`config.mk`:
```
export PLATFORM = sky130hd
export DESIGN_NAME = arb_mux
export DESIGN_NICKNAME = d
export VERILOG_FILES = /design/src/rtl/arb_mux_pkg.sv /design/src/rtl/arb_mux_rr_arbiter.sv /design/src/rtl/arb_mux.sv
export SDC_FILE = /design/constraint.sdc
export NUM_CORES = 1
export LEC_CHECK = 0
export CORE_ASPECT_RATIO = 0.75
export CORE_MARGIN = 10
export CORE_UTILIZATION = 31
export DETAILED_ROUTE_END_ITERATION = 7
export PLACE_DENSITY_LB_ADDON = 0.25
export RECOVER_POWER = 100
export SETUP_SLACK_MARGIN = 0.02
export SYNTH_ARGS = -nofsm -noshare
export SYNTH_HDL_FRONTEND = slang
export SYNTH_SLANG_ARGS = --single-unit
```
`constraint.sdc`:
```
create_clock -name clk -period 1.9 [get_ports clk]
set_input_delay 0.38 -clock clk [delete_from_list [all_inputs] [get_ports clk]]
set_output_delay 0.38 -clock clk [all_outputs]
set_load 0.005 [all_outputs]
```
`src/rtl/arb_mux_pkg.sv`:
```
// Shared constants and helpers for the arb_mux round-robin multiplexer.
// Optional feature macro used by the design: ARB_MUX_BURST_LOCK_EN.
package arb_mux_pkg;

  localparam int DEFAULT_WIDTH = 64;
  localparam int MAX_NUM_IN    = 16;
  localparam int MAX_SEL_W     = $clog2(MAX_NUM_IN);

  // Next round-robin pointer after serving channel ptr out of n channels.
  function automatic logic [MAX_SEL_W-1:0] rr_next(
    input logic [MAX_SEL_W-1:0] ptr,
    input logic [MAX_SEL_W:0]   n
  );
    logic [MAX_SEL_W:0] inc;
    inc = {1'b0, ptr} + {{MAX_SEL_W{1'b0}}, 1'b1};
    return (inc >= n) ? '0 : inc[MAX_SEL_W-1:0];
  endfunction

endpackage

```
`src/rtl/arb_mux_rr_arbiter.sv`:
```
// Round-robin arbiter holding the search pointer and, when
// ARB_MUX_BURST_LOCK_EN is defined, the burst lock.
//
// lock state | meaning
// -----------+---------------------------------------------------------
// unlocked   | grant = first requester at or above rr_ptr (mod NUM_IN)
// locked     | grant forced to lock_ch until a beat with last=1 moves
module rr_arbiter
  import arb_mux_pkg::*;
#(
  parameter  int NUM_IN = 4,
  localparam int SEL_W  = $clog2(NUM_IN)
) (
  input  logic              clk,
  input  logic              rst_n,
  input  logic [NUM_IN-1:0] req,
  input  logic              advance,
  input  logic              last,
  output logic [SEL_W-1:0]  grant,
  output logic              grant_valid
);

  localparam logic [MAX_SEL_W:0] N_CH = (MAX_SEL_W + 1)'(NUM_IN);

  logic [SEL_W-1:0] rr_ptr_q, rr_ptr_d;
  logic [SEL_W-1:0] search_grant;
  logic             search_hit;
  logic [SEL_W-1:0] cand;
  logic [SEL_W-1:0] ptr_after_grant;

`ifdef ARB_MUX_BURST_LOCK_EN
  logic             lock_q, lock_d;
  logic [SEL_W-1:0] lock_ch_q, lock_ch_d;
`else
  logic unused_last;
  assign unused_last = last;
`endif

  function automatic int wrap_add(input int base, input int k);
    int s;
    s = base + k;
    return (s >= NUM_IN) ? s - NUM_IN : s;
  endfunction

  assign ptr_after_grant = SEL_W'(rr_next(MAX_SEL_W'(grant), N_CH));

  // Search upward from rr_ptr for the first requesting channel.
  always_comb begin
    search_grant = '0;
    search_hit   = 1'b0;
    cand         = '0;
    for (int k = 0; k < NUM_IN; k++) begin
      cand = SEL_W'(wrap_add(int'(rr_ptr_q), k));
      if (!search_hit && req[cand]) begin
        search_hit   = 1'b1;
        search_grant = cand;
      end
    end
  end

  // State register: pointer and lock.
  always_ff @(posedge clk or negedge rst_n) begin
    if (!rst_n) begin
      rr_ptr_q  <= '0;
`ifdef ARB_MUX_BURST_LOCK_EN
      lock_q    <= 1'b0;
      lock_ch_q <= '0;
`endif
    end else begin
      rr_ptr_q  <= rr_ptr_d;
`ifdef ARB_MUX_BURST_LOCK_EN
      lock_q    <= lock_d;
      lock_ch_q <= lock_ch_d;
`endif
    end
  end

  // Next state: advance the pointer on a served beat, hold it inside a burst.
  always_comb begin
    rr_ptr_d = rr_ptr_q;
`ifdef ARB_MUX_BURST_LOCK_EN
    lock_d    = lock_q;
    lock_ch_d = lock_ch_q;
    if (advance) begin
      if (!last) begin
        lock_d    = 1'b1;
        lock_ch_d = grant;
      end else begin
        lock_d   = 1'b0;
        rr_ptr_d = ptr_after_grant;
      end
    end
`else
    if (advance) rr_ptr_d = ptr_after_grant;
`endif
  end

  // Outputs: a held lock overrides the search result, even with req low.
  always_comb begin
    grant       = search_grant;
    grant_valid = search_hit;
`ifdef ARB_MUX_BURST_LOCK_EN
    if (lock_q) begin
      grant       = lock_ch_q;
      grant_valid = 1'b1;
    end
`endif
  end

endmodule

```
`src/rtl/arb_mux.sv`:
```
// Round-robin N:1 multiplexer with a single registered output stage.
// Define ARB_MUX_BURST_LOCK_EN to keep a channel granted until in_last.
module arb_mux
  import arb_mux_pkg::*;
#(
  parameter  int WIDTH  = DEFAULT_WIDTH,
  parameter  int NUM_IN = 4,
  localparam int SEL_W  = $clog2(NUM_IN)
) (
  input  logic                    clk,
  input  logic                    rst_n,
  input  logic [NUM_IN-1:0]       in_valid,
  input  logic [NUM_IN*WIDTH-1:0] in_data,
  input  logic [NUM_IN-1:0]       in_last,
  output logic [NUM_IN-1:0]       in_ready,
  output logic                    out_valid,
  output logic [WIDTH-1:0]        out_data,
  output logic [SEL_W-1:0]        out_sel,
  output logic                    out_last,
  input  logic                    out_ready
);

  logic             load_en;
  logic             transfer;
  logic [SEL_W-1:0] grant;
  logic             grant_valid;

  assign load_en  = !out_valid || out_ready;
  // Reset gates the handshake so nothing is accepted while rst_n is low.
  assign transfer = rst_n && grant_valid && load_en && in_valid[grant];

  rr_arbiter #(.NUM_IN(NUM_IN)) u_arb (
    .clk         (clk),
    .rst_n       (rst_n),
    .req         (in_valid),
    .advance     (transfer),
    .last        (in_last[grant]),
    .grant       (grant),
    .grant_valid (grant_valid)
  );

  // Only the granted channel may see ready, and only when the register can load.
  always_comb begin
    in_ready = '0;
    if (rst_n && grant_valid && load_en) in_ready[grant] = 1'b1;
  end

  // Output register: load on transfer, drain on out_ready, hold otherwise.
  always_ff @(posedge clk or negedge rst_n) begin
    if (!rst_n) begin
      out_valid <= 1'b0;
      out_data  <= '0;
      out_sel   <= '0;
      out_last  <= 1'b0;
    end else if (transfer) begin
      out_valid <= 1'b1;
      out_data  <= in_data[int'(grant)*WIDTH +: WIDTH];
      out_sel   <= grant;
      out_last  <= in_last[grant];
    end else if (out_ready) begin
      out_valid <= 1'b0;
    end
  end

endmodule

```
==> results.yml <==
synthesis:
  synth_common_cells: "mux2i_1, nand2_1, dfrtp_1, o221ai_1, clkbuf_1"
  synth_cell_types: 27
  synth_nets: 675
  synth_seq_area_share: 0.4015
  synth_top_area_frac: 0.4015
  synth_cells: 404
  synth-edff-count: 0
  synth.avg_cell_area_sq_um: 10.80
  synth_area_leaders: "dfrtp_1, mux2i_1, o221ai_1"
  ys.warnings.count: 0
  yosysTopAreaCell: "dfrtp_1"
  synth.most_common_cell: "mux2i_1"
  synth_top_flop_cell: "dfrtp_1"
  synth_area_sq_um: 4363
  synth_seq_cells: 70
  async_flop_share: 1.000
detailed_routing:
  drt-wirelength-per-cell_microns: 25.87
  ant_nets: 0
  vias_per_cell: 5.269
  wl_microns: 24810
  drtPass1Iterations: 4
  dr_total_vias: 5053
  drt_iter0_drc: 272
  drc: 0
cts:
  path_clk_slew_ps: 50
  cts_root_buf: "clkbuf_16"
  clock-sinks: 70
  cts_tree: "yes"
  clockBufferDepth: 2
  cts_max_level: 3
  clk_latency_ps: 330
  cts-buffers-inserted: 9
place:
  hpwl_microns: 16840
  io_buffers: 338
  gp_congestion: 0.8791
  dp.cells: 909
  dp_slack_ps: -837.4
finish:
  final_nets: 1051
  fin_util: 0.6992
  fill_cells: 933
  layout-drive-gt1-share: 0.2056
  area_delta_synth_final_pct: 120.4
  fin_cells: 959
critical_path:
  worst_setup_path_end_kind: "output port"
  crit_fanout: 4
  start_kind: "input port"
  worst_path_max_delay_cell: "dlygate4sd2_1"
  r2r_cells: 10
  r2r_slack_ps: -220
  cpMostUsedCell: "buf_6"
  regToRegEndpoint: "out_data[50]"
  crit_path_max_incr_delay_ps: 390
  critical_path_required_ps: 1520
  crit_start: "in_valid[0]"
  arrival_ps: 1920
  r2r_start: "u_arb.rr_ptr_q[1]"
  critPathCapture: "in_ready[3]"
  crit_chain: "dlygate4sd2_1 > inv_1 > o22ai_2 > a211oi_4 > buf_6 > buf_6 > ha_4 > and2_4 > buf_6"
  worst-setup-path-type: "input port to output port"
floorplanning:
  ios: 339
  die_h_microns: 122.7
  num_rows: 37
  start_util: 0.3173
  die_x_microns: 157.0
  die_area_sq_um: 19270
  core_sq_um: 13750
grt:
  grt_antenna_before_repair: 1
  grt_max_degree: 71
  grt-ovfl-total: 0
  grt.total_usage: 0.2381
  grt_pass1_wl_microns: 35070
  grt_pass1_vias: 5730
power:
  powerDensity_nw_per_um2: 1086
  vdd_drop_max_v: 0.0006090
  p_leak_uw: 0.003993
timing:
  fin_crit_sh: 1.209
  hold_ws_ps: 478.0
  hold_viol: 0
  min_period_ps: 2298
  relSlewSlack: 0.3345
  timing.final.ws_setup_ps: -397.8
  finalClockSkew_ps: 6.976
  rsz0062_at_grt: "true"
  slew_violations: 0
  setup_tns_ps: -12760
  setup_viol: 70
  tightest_slew_ps: 998.3
  fmax_mhz: 435.2
run_status:
  violations: "negative setup slack"
  status: "finished with violations"
flow_run:
  drv_cap: 0
min_path:
  min_path_type: "flop to flop"
[area by class of cell]
cell class | instances | area [sq um] | share of cell area
Antenna cell | 1 | 2.502 | 0.0002603
Timing Repair Buffer | 401 | 4407 | 0.4584
Sequential cell | 70 | 1754 | 0.1825
Clock buffer | 12 | 246.5 | 0.02564
Multi-Input combinational cell | 293 | 2944 | 0.3062
Tap cell | 175 | 219.0 | 0.02277
Inverter | 5 | 31.28 | 0.003254
Clock inverter | 2 | 10.01 | 0.001041
[logic make-up (layout without fill, tap and decap cells)]
kind of cell	count (synthesis)	after routing	share of synthesized area
mux	130	130	0.2983
simple gates	83	83	0.07657
compound gates	76	76	0.1508
flops	70	70	0.4015
buf+inv	41	420	0.06137
fa+ha+maj	4	4	0.01147
other cells	0	1	0
[metal layers]
metal | GRT usage | vias to the layer above | wire length (microns) | part of all wire
met5 | 0 | - | 0 | 0
li1 | - | 2298 | - | -
met2 | 0.4200 | 252 | 12720 | 0.51
met1 | 0.2682 | 2455 | 9142 | 0.37
met3 | 0.07690 | 48 | 2210 | 0.089
met4 | 0.07824 | 0 | 743 | 0.030
[layout by cell type (no fill, tap or decap), types with 4 or more instances in the layout]
cell,instances
mux2i_1,87
buf_12,21
dlygate4sd3_1,68
o221ai_1,49
buf_4,16
nand2_1,72
mux2i_2,21
clkbuf_16,10
dfrtp_1,68
buf_8,4
clkbuf_1,4
o221ai_2,16
mux2i_4,22
buf_6,12
clkdlybuf4s50_1,261
buf_16,11
dlygate4sd2_1,4
and2_4,4
ha_4,4
[how the worst min path moves through the flow]
stage / startpoint / to / slack, ps / cells after the start
final: out_data[8] / out_data[8] / 480 / 2
after global routing: out_data[5] / out_data[5] / 500 / 2
after CTS: rst_n / out_sel[1] / 480 / 3
after detailed placement: out_data[5] / out_data[5] / 470 / 2
after global placement: out_sel[0] / out_sel[0] / 470 / 2
after floorplan: rst_n / out_data[0] / 80 / 0
[metrics by stage]
stage               power (uW)  area (sq um)
finish                   10440          9614
global route             10960          9614
CTS                      10290          9283
floorplan                 4598          4413
detailed placement        7162          8083
global placement          7050          8083
[worst max-delay path, delay by kind of cell]
kind            cells  cell delay, ps
buf+inv             5             880
compound gates      2             360
fa+ha+maj           1             140
simple gates        1             150
[report_power, final]
group          switching (uW)  internal [uW]
clock network             605            901
logic                    2660           3790
registers                 356           2120
[repair_timing]
action | 4_1_cts | 5_1_grt
pin swaps | 50 | 30
resized for setup | 96 | 91
setup endpoints to repair | 71 | 70
buffers inserted | 22 | 4
cloned | 16 | 1
hold buffers | 0 | 0
[sequential cells by signal (all words and copies together), names as in the netlist]
name            flops
out_data           64
out_last            1
out_sel             2
out_valid           1
u_arb.rr_ptr_q      2
(Power assumes the default switching activity.)
